[config.mk]
export PLATFORM = sky130hd
export DESIGN_NAME = udl_counter_sched
export DESIGN_NICKNAME = d
export VERILOG_FILES = /design/src/rtl/udl_counter_sched_pkg.sv /design/src/rtl/rr_arbiter.sv /design/src/rtl/udl_counter_sched.sv
export SDC_FILE = /design/constraint.sdc
export NUM_CORES = 1
export LEC_CHECK = 0
export ABC_CLOCK_PERIOD_IN_PS = 4300
export CELL_PAD_IN_SITES_DETAIL_PLACEMENT = 1
export CELL_PAD_IN_SITES_GLOBAL_PLACEMENT = 1
export CORE_ASPECT_RATIO = 1.25
export CORE_MARGIN = 1.5
export CORE_UTILIZATION = 41
export CTS_BUF_LIST = sky130_fd_sc_hd__clkbuf_4 sky130_fd_sc_hd__clkbuf_8 sky130_fd_sc_hd__clkbuf_16
export DETAILED_ROUTE_END_ITERATION = 6
export PLACE_DENSITY_LB_ADDON = 0.2
export SETUP_SLACK_MARGIN = 0.1
export SLEW_MARGIN = 20
export SYNTH_ARGS = -nofsm -noshare
export SYNTH_HDL_FRONTEND = slang
export SYNTH_SLANG_ARGS = --single-unit
[constraint.sdc]
create_clock -name clk -period 4.3 [get_ports clk]
set_clock_uncertainty 0.2 [all_clocks]
set_input_delay 0.645 -clock clk [delete_from_list [all_inputs] [get_ports clk]]
set_output_delay 0.645 -clock clk [all_outputs]
set_load 0.01 [all_outputs]
[src/rtl/udl_counter_sched_pkg.sv]
// Shared opcode and FSM state definitions for the UDL counter scheduler.
package udl_counter_sched_pkg;

  localparam logic [1:0] OP_LOAD = 2'b00;
  localparam logic [1:0] OP_UP   = 2'b01;
  localparam logic [1:0] OP_DOWN = 2'b10;
  localparam logic [1:0] OP_CLR  = 2'b11;

  typedef enum logic {
    IDLE = 1'b0,
    EXEC = 1'b1
  } state_t;

endpackage

[src/rtl/rr_arbiter.sv]
// Combinational round-robin arbiter: grants the first asserted request at or
// above the pointer, wrapping around.
module rr_arbiter #(
  parameter int N_REQ = 4,
  localparam int PW = (N_REQ > 1) ? $clog2(N_REQ) : 1
) (
  input  logic [N_REQ-1:0] i_req,
  input  logic [PW-1:0]    i_ptr,
  output logic [N_REQ-1:0] o_grant,
  output logic [PW-1:0]    o_idx,
  output logic             o_valid
);

  logic [PW-1:0] w_j;

  always_comb begin
    o_grant = '0;
    o_idx   = '0;
    o_valid = 1'b0;
    w_j     = '0;
    for (int k = 0; k < N_REQ; k++) begin
      w_j = PW'((int'(i_ptr) + k) % N_REQ);
      if (!o_valid && i_req[w_j]) begin
        o_valid = 1'b1;
        o_grant = N_REQ'(1) << w_j;
        o_idx   = w_j;
      end else begin
        o_valid = o_valid;
      end
    end
  end

endmodule

[src/rtl/udl_counter_sched.sv]
// Round-robin scheduler that shares one up/down/load counter between N_REQ
// requesters; all outputs are decoded from registered state.
module udl_counter_sched
  import udl_counter_sched_pkg::*;
#(
  parameter int N_REQ = 4,
  parameter int n     = 4
) (
  input  logic                 clk,
  input  logic                 rst,
  input  logic [N_REQ-1:0]     req,
  input  logic [2*N_REQ-1:0]   op,
  input  logic [n*N_REQ-1:0]   arg,
  output logic [N_REQ-1:0]     ack,
  output logic                 busy,
  output logic                 cnt_up,
  output logic                 cnt_down,
  output logic                 cnt_load,
  output logic                 cnt_rst,
  output logic [n-1:0]         cnt_in
);

  localparam int PW = (N_REQ > 1) ? $clog2(N_REQ) : 1;

  state_t        r_state;
  state_t        w_state_nxt;
  logic [PW-1:0] r_ptr;
  logic [PW-1:0] r_idx;
  logic [1:0]    r_op;
  logic [n-1:0]  r_arg;
  logic [n-1:0]  r_rem;

  logic [N_REQ-1:0] w_grant;
  logic [PW-1:0]    w_idx;
  logic             w_valid;
  logic [1:0]       w_sel_op;
  logic [n-1:0]     w_sel_arg;
  logic             w_last;

  rr_arbiter #(.N_REQ(N_REQ)) u_arb (
    .i_req   (req),
    .i_ptr   (r_ptr),
    .o_grant (w_grant),
    .o_idx   (w_idx),
    .o_valid (w_valid)
  );

  always_comb begin
    w_sel_op  = '0;
    w_sel_arg = '0;
    for (int i = 0; i < N_REQ; i++) begin
      w_sel_op  = w_sel_op  | (op[2*i +: 2]  & {2{w_grant[i]}});
      w_sel_arg = w_sel_arg | (arg[n*i +: n] & {n{w_grant[i]}});
    end
  end

  // Load/clear finish in one cycle; steps finish on the last (or only) cycle.
  assign w_last = (r_op == OP_LOAD) || (r_op == OP_CLR) || (r_rem <= n'(1));

  always_ff @(posedge clk or posedge rst) begin
    if (rst) begin
      r_state <= IDLE;
    end else begin
      r_state <= w_state_nxt;
    end
  end

  always_comb begin
    w_state_nxt = r_state;
    case (r_state)
      IDLE:    w_state_nxt = w_valid ? EXEC : IDLE;
      EXEC:    w_state_nxt = w_last ? IDLE : EXEC;
      default: w_state_nxt = IDLE;
    endcase
  end

  always_ff @(posedge clk or posedge rst) begin
    if (rst) begin
      r_ptr <= '0;
      r_idx <= '0;
      r_op  <= OP_LOAD;
      r_arg <= '0;
      r_rem <= '0;
    end else begin
      case (r_state)
        IDLE: begin
          if (w_valid) begin
            r_idx <= w_idx;
            r_op  <= w_sel_op;
            r_arg <= w_sel_arg;
            r_rem <= w_sel_arg;
          end
        end
        EXEC: begin
          if (w_last) begin
            r_ptr <= (r_idx == PW'(N_REQ - 1)) ? '0 : r_idx + PW'(1);
          end else begin
            r_rem <= r_rem - n'(1);
          end
        end
        default: r_ptr <= '0;
      endcase
    end
  end

  always_comb begin
    ack      = '0;
    busy     = 1'b0;
    cnt_up   = 1'b0;
    cnt_down = 1'b0;
    cnt_load = 1'b0;
    cnt_rst  = 1'b0;
    cnt_in   = '0;
    if (r_state == EXEC) begin
      busy = 1'b1;
      ack  = w_last ? (N_REQ'(1) << r_idx) : '0;
      case (r_op)
        OP_LOAD: begin
          cnt_load = 1'b1;
          cnt_in   = r_arg;
        end
        OP_UP:   cnt_up   = (r_rem != '0);
        OP_DOWN: cnt_down = (r_rem != '0);
        OP_CLR:  cnt_rst  = 1'b1;
        default: cnt_rst  = 1'b0;
      endcase
    end else begin
      busy = 1'b0;
    end
  end

endmodule

==> results of run 1 <==
==> critical path: stages (launching register included) <==
cell,delay [ns]
sky130_fd_sc_hd__dfrtp_1,0.60
sky130_fd_sc_hd__inv_1,0.22
sky130_fd_sc_hd__ha_1,0.58
sky130_fd_sc_hd__mux2i_2,0.43
sky130_fd_sc_hd__nor3b_2,0.11
sky130_fd_sc_hd__a2111oi_2,0.48
sky130_fd_sc_hd__nor4b_2,0.13
sky130_fd_sc_hd__a2111oi_4,0.46
sky130_fd_sc_hd__o221ai_2,0.16
==> synthesized netlist by cell type (all sizes together), types with 6 or more instances <==
cell and instances:
nand2 21, ha 17, dfrtp 15, and3 12
inv 12, buf 10, nor2 9, a221oi 7
mux2i 7, nand2b 7, nand3 7, o22ai 7
a21oi 6, a22o 6, a22oi 6
==> sequential cells by signal, summed over array words and instances (netlist names) <==
| name | flops |
|---|---|
| r_arg | 4 |
| r_idx | 2 |
| r_op | 2 |
| r_ptr | 2 |
| r_rem | 4 |
| r_state | 1 |
==> layer usage <==
layer | share of wire (%) | up-vias | GRT usage (%)
met3 | 2.5 | 4 | 1.410
met5 | 0 | - | 0
met1 | 47 | 885 | 31.99
li1 | - | 883 | -
met2 | 49 | 40 | 39.90
met4 | 0.71 | 0 | 4.043
==> layout make-up <==
type / instances / area, um^2 / share of cell area [%]
inverters: 12 / 45.04 / 1.910
well taps: 58 / 72.57 / 3.077
repair buffers: 43 / 427.9 / 18.14
multi-input cells: 172 / 1389 / 58.89
flip-flops and latches: 15 / 375.4 / 15.92
clock buffers: 4 / 48.80 / 2.069
==> cell families after synthesis <==
group / share of synthesized area (%)
multiplexers: 9.688
adder cells (fa/ha/maj): 11.05
buffers and inverters: 8.323
flip-flops: 19.51
AO/OA/AOI/OAI: 27.24
AND/OR/NAND/NOR: 24.19
==> through the flow <==
step / hold slack, ns / utilization (%) / power (mW) / worst slack, ns / instances
after global routing: 0.3247 / 52.89 / 2.001 / 0.5361 / 304
after global placement: 0.2778 / 51.80 / 1.668 / 0.8166 / 300
final: 0.2897 / 52.89 / 1.836 / 0.7965 / 304
after detailed placement: 0.2841 / 51.80 / 1.697 / 0.7867 / 300
after CTS: 0.2977 / 52.89 / 1.828 / 0.8405 / 304
after floorplan: 0.2474 / - / 1.352 / 1.361 / 214
==> report_power, final <==
part	switching, mW	leakage (nW)	internal [mW]
sequential	0.0997	0.172	0.217
clock	0.0513	0.0262	0.0719
combinational	0.779	0.785	0.617
==> path summary, 6_finish.rpt <==
check / start / to / slack, ns / cells after the start
worst max-delay path: r_ptr[1] / r_rem[0] / 0.80 / 8
worst min-delay path: r_arg[3] / r_arg[3] / 0.29 / 1
max in group asynchronous: rst / r_op[1] / 2.97 / 2
worst max register to register: r_ptr[1] / r_rem[0] / 0.80 / 8
worst min register to register: r_arg[3] / r_arg[3] / 0.29 / 1
min in group asynchronous: rst / r_idx[1] / 0.56 / 2
==> impl_metrics.sql, run 1 <==
INSERT INTO impl_metrics (metric_group, metric, value, unit) VALUES
('timing', 'max_slew_margin', '52.49', '%'),
('clock_network', 'cts-root-buf', 'sky130_fd_sc_hd__clkbuf_8', ''),
('floorplan', 'chipWidth', '64.28', 'um'),
('yosys', 'synth.ff_latch_count', '15', ''),
('final_layout', 'post_route_cells_drive_above_1_share', '8.943', '%'),
('detailed_routing', 'detail_route.vias_per_cell', '5.961', ''),
('setup_path', 'worst_setup_path_end_kind', 'register', ''),
('pwr', 'power.leakage', '0.9839', 'nW'),
('grt', 'grt_total_usage', '23.07', '%'),
('grt', 'gr_ovfl_total', '0', ''),
('final_layout', 'mostFrequentLayoutCells', '42 x sky130_fd_sc_hd__clkdlybuf4s50_1, 20 x sky130_fd_sc_hd__nand2_1, 17 x sky130_fd_sc_hd__ha_1', ''),
('yosys', 'seq_area_frac_synth', '19.51', '%'),
('timing', 'final.min_clock_period', '3.504', 'ns'),
('outcome', 'run_status', 'finished clean', ''),
('detailed_routing', 'route.vias.total', '1812', ''),
('final_layout', 'antenna_cells_inserted', '0', ''),
('clock_network', 'hold_buffers', '0', ''),
('clock_network', 'cts_post_setup_buffers_inserted', '0', ''),
('placed_design', 'post-dp-hpwl', '4.332', 'mm'),
('grt', 'grt_first_pass_wirelength', '9.480', 'mm'),
('clock_network', 'worst_skew_pair.late_latency', '0.25', 'ns'),
('detailed_routing', 'route.detailed.wl_per_inst', '18.49', 'um'),
('floorplan', 'io_pins', '43', ''),
('timing', 'report.final.setup_viol', '0', ''),
('detailed_routing', 'route.antenna.remaining_nets', '0', ''),
('timing', 'grt_setup_unrepaired', 'no', ''),
('grt', 'number_of_global_route_vias_before_repair', '1796', ''),
('yosys', 'synth.largest_area_cell', 'sky130_fd_sc_hd__dfrtp_1', ''),
('job', 'timing.max_cap.violations', '0', ''),
('clock_network', 'postCtsResizedCells', '0', ''),
('floorplan', 'floorplan.initialDensity', '43.15', '%'),
('timing', 'report.final.slew_viol_count', '0', ''),
('pwr', 'vdd_drop_max', '0.3842', 'mV'),
('setup_path', 'worst_ep_required_time', '4.21', 'ns'),
('timing', 'setup_tns', '0', 'ns'),
('final_layout', 'most_common_library_cell_in_the_layout_ignoring_fill_and_taps', 'sky130_fd_sc_hd__clkdlybuf4s50_1', ''),
('yosys', 'syn_inst', '214', ''),
('yosys', 'ys_warn_count', '0', ''),
('final_layout', 'design.final.nets', '294', ''),
('grt', 'maximum_number_of_pins_on_one_net_before_global_route_repair', '26', ''),
('timing', 'timing.final.crit_share', '81.48', '%'),
('floorplan', 'fp.dieH', '79.60', 'um'),
('final_layout', 'area_added_between_synthesis_and_finish', '22.56', '%'),
('grt', 'antenna_found_initial', '0', ''),
('clock_network', 'cts_clk_pin_slew_worst_paths', '0.06', 'ns'),
('clock_network', 'cts_htree_levels', '1', ''),
('timing', 'hold_viol', '0', ''),
('yosys', 'synth_largest_type_area_fraction', '19.51', '%'),
('detailed_routing', 'detailedRoute.firstPassIterationCount', '4', ''),
('detailed_routing', 'drt_iter0_markers', '54', ''),
('yosys', 'synth_fp_nets', '261', ''),
('placed_design', 'io_buffer_count', '42', ''),
('final_layout', 'finished_cell_area', '2359', 'um^2'),
('setup_path', 'cp-start-kind', 'register', ''),
('placed_design', 'gpl.final_weighted_congestion', '0.8406', ''),
('setup_path', 'timing.critical_path.arrival', '3.42', 'ns'),
('yosys', 'synth_edf_count', '0', ''),
('floorplan', 'placementRows', '27', ''),
('detailed_routing', 'remaining_drc_errors', '0', ''),
('timing', 'worst_pin_slew', '0.7066', 'ns'),
('yosys', 'synth.avg_cell_area', '8.992', 'um^2'),
('pwr', 'power.density', '778.5', 'nW/um^2'),
('min_path', 'worstHoldPathType', 'reg -> reg', ''),
('floorplan', 'coreArea', '4459', 'um^2'),
('clock_network', 'cts_tree', 'built', ''),
('yosys', 'netlist_top_cells_area', 'sky130_fd_sc_hd__dfrtp_1 20%, sky130_fd_sc_hd__ha_1 11%, sky130_fd_sc_hd__buf_6 4.1%', ''),
('final_layout', 'layout.filler_cells', '552', ''),
('yosys', 'synth_cell_type_count', '58', ''),
('clock_network', 'maximum_root_to_sink_buffer_count', '2', ''),
('setup_path', 'critPathMaxFanout', '11', ''),
('yosys', 'ys_dominant_reg_cell', 'sky130_fd_sc_hd__dfrtp_1', ''),
('detailed_routing', 'wirelength', '5.621', 'mm'),
('placed_design', 'place_area', '2310', 'um^2'),
('timing', 'clock.fmax', '285.4', 'MHz'),
('yosys', 'synthesis.area', '1924', 'um^2'),
('floorplan', 'design.die.area', '5116', 'um^2'),
('clock_network', 'tritoncts_buffers', '3', ''),
('clock_network', 'clock_sinks', '15', ''),
('setup_path', 'setup.worst_path.class', 'reg -> reg', ''),
('yosys', 'ys_async_sr_fraction', '100.0', '%');
Note: power is estimated with default switching activity, not from simulation.
==> inputs of run 2 (changes only) <==
- ABC_CLOCK_PERIOD_IN_PS: 4300 -> 3500
- CORE_UTILIZATION: 41 -> 38
- clock period: 4.3 -> 3.5 ns (I/O delays scaled with it)
==> run 2 against run 1 <==
Critical path depth shrank 2. Clock-buffer cell count shrank 1. Clock power grew 19%. Non-clock buffer count grew 8. Critical path type is now reg -> out.
==> impl_metrics.sql, run 2 (synthesis gave the netlist of run 1 again) <==
INSERT INTO impl_metrics (metric_group, metric, value, unit) VALUES
('final_layout', 'area_added_between_synthesis_and_finish', '25.68', '%'),
('clock_network', 'clock_sinks', '15', ''),
('final_layout', 'design.final.nets', '302', ''),
('detailed_routing', 'drt_iter0_markers', '37', ''),
('setup_path', 'critPathMaxFanout', '6', ''),
('clock_network', 'maximum_root_to_sink_buffer_count', '2', ''),
('timing', 'grt_setup_unrepaired', 'no', ''),
('final_layout', 'multiInputGateArea', '1389', 'um^2'),
('grt', 'grt_total_usage', '20.94', '%'),
('job', 'timing.max_cap.violations', '0', ''),
('min_path', 'worstHoldPathType', 'reg -> reg', ''),
('clock_network', 'cts_htree_levels', '1', ''),
('floorplan', 'design.die.area', '5503', 'um^2'),
('timing', 'worst_pin_slew', '0.6314', 'ns'),
('setup_path', 'setup.worst_path.class', 'reg -> out', ''),
('floorplan', 'placementRows', '28', ''),
('final_layout', 'finished_cell_area', '2419', 'um^2'),
('timing', 'report.final.slew_viol_count', '0', ''),
('final_layout', 'layout_top_registers', 'r_arg x4, r_rem x4', ''),
('timing', 'final.min_clock_period', '3.080', 'ns'),
('pwr', 'power.density', '942.7', 'nW/um^2'),
('detailed_routing', 'route.vias.total', '1837', ''),
('grt', 'maximum_number_of_pins_on_one_net_before_global_route_repair', '26', ''),
('placed_design', 'place_area', '2372', 'um^2'),
('detailed_routing', 'remaining_drc_errors', '0', ''),
('detailed_routing', 'route.detailed.wl_per_inst', '17.79', 'um'),
('pwr', 'power.leakage', '1.021', 'nW'),
('clock_network', 'hold_buffers', '0', ''),
('floorplan', 'io_pins', '43', ''),
('final_layout', 'mostFrequentLayoutCells', '42 x sky130_fd_sc_hd__clkdlybuf4s50_1, 20 x sky130_fd_sc_hd__nand2_1, 17 x sky130_fd_sc_hd__ha_1', ''),
('detailed_routing', 'wirelength', '5.586', 'mm'),
('floorplan', 'coreArea', '4800', 'um^2'),
('timing', 'timing.final.crit_share', '87.99', '%'),
('final_layout', 'layout.filler_cells', '574', ''),
('timing', 'final.setup.worst_slack', '0.4205', 'ns'),
('floorplan', 'fp.dieH', '82.56', 'um'),
('clock_network', 'postCtsResizedCells', '0', ''),
('grt', 'antenna_found_initial', '0', ''),
('setup_path', 'timing.critical_path.arrival', '2.35', 'ns'),
('clock_network', 'worst_skew_pair.late_latency', '0.26', 'ns'),
('clock_network', 'tritoncts_buffers', '3', ''),
('clock_network', 'cts_post_setup_buffers_inserted', '0', ''),
('clock_network', 'cts-root-buf', 'sky130_fd_sc_hd__clkbuf_8', ''),
('floorplan', 'chipWidth', '66.65', 'um'),
('timing', 'hold_viol', '0', ''),
('timing', 'report.final.setup_viol', '0', ''),
('pwr', 'vdd_drop_max', '0.4013', 'mV'),
('final_layout', 'most_common_library_cell_in_the_layout_ignoring_fill_and_taps', 'sky130_fd_sc_hd__clkdlybuf4s50_1', ''),
('setup_path', 'reg2reg_slack', '0.59', 'ns'),
('placed_design', 'pre_cts_slack', '0.2507', 'ns'),
('floorplan', 'floorplan.initialDensity', '40.09', '%'),
('final_layout', 'antenna_cells_inserted', '0', ''),
('timing', 'max_slew_margin', '57.90', '%'),
('timing', 'clock.fmax', '324.7', 'MHz'),
('detailed_routing', 'detail_route.vias_per_cell', '5.850', ''),
('setup_path', 'cp-start-kind', 'register', ''),
('grt', 'gr_ovfl_total', '0', ''),
('outcome', 'run_status', 'finished clean', ''),
('setup_path', 'worst_ep_required_time', '2.77', 'ns'),
('placed_design', 'gpl.final_weighted_congestion', '0.8249', ''),
('grt', 'grt_first_pass_wirelength', '8.811', 'mm'),
('clock_network', 'cts_tree', 'built', ''),
('final_layout', 'post_route_cells_drive_above_1_share', '11.81', '%'),
('detailed_routing', 'route.antenna.remaining_nets', '0', ''),
('setup_path', 'worst_setup_path_end_kind', 'output pin', ''),
('timing', 'setup_tns', '0', 'ns'),
('final_layout', 'final-seq-area', '375.4', 'um^2'),
('clock_network', 'cts_clk_pin_slew_worst_paths', '0.06', 'ns'),
('placed_design', 'io_buffer_count', '42', ''),
('grt', 'number_of_global_route_vias_before_repair', '1800', ''),
('detailed_routing', 'detailedRoute.firstPassIterationCount', '4', ''),
('placed_design', 'post-dp-hpwl', '4.436', 'mm');
==> run 2: per-stage QoR <==
stage	power, mW	hold WS (ns)	util, %	cells
2_1_floorplan	1.661	0.2265	-	214
3_3_place_gp	2.106	0.2709	49.43	310
3_5_place_dp	2.146	0.2796	49.43	310
4_1_cts	2.305	0.2933	50.39	314
5_1_grt	2.480	0.3217	50.39	314
6_report	2.280	0.2991	50.39	314
==> run 2: power by group <==
| part | internal (mW) | total (mW) | switching [mW] |
|---|---|---|---|
| logic | 0.810 | 1.76 | 0.950 |
| clock network | 0.0791 | 0.146 | 0.0667 |
| registers | 0.267 | 0.374 | 0.107 |
==> run 2: final timing paths <==
path                       endpoint  cells after the start  startpoint
max in group asynchronous   r_op[0]                      2         rst
min                        r_arg[3]                      1    r_arg[3]
min in group asynchronous   r_state                      2         rst
max                          ack[3]                      6    r_rem[0]
min reg2reg                r_arg[3]                      1    r_arg[3]
max reg2reg                r_rem[3]                      7    r_ptr[1]
==> run 2: area by class of cell <==
type	count	area share (%)
timing repair buffer	51	20.18
clock buffer	3	1.707
clock inverter	1	0.2069
inverter	12	1.862
tap	60	3.104
multi-input combinational	172	57.42
sequential	15	15.52
==> run 2: layer usage <==
| metal | GRT usage [%] | vias up | routed length, um |
|---|---|---|---|
| li1 | - | 900 | - |
| met4 | 8.571 | 0 | 106 |
| met3 | 1.897 | 9 | 161 |
| met1 | 26.08 | 898 | 2444 |
| met5 | 0 | - | 0 |
| met2 | 36.90 | 30 | 2874 |
==> run 2: worst max-delay path, cell delays in order (launching register included) <==
cell                              delay [ns]
sky130_fd_sc_hd__dfrtp_1                0.45
sky130_fd_sc_hd__inv_1                  0.11
sky130_fd_sc_hd__ha_1                   0.19
sky130_fd_sc_hd__nor2_1                 0.06
sky130_fd_sc_hd__o31ai_1                0.51
sky130_fd_sc_hd__and3_1                 0.23
sky130_fd_sc_hd__clkdlybuf4s50_1        0.53
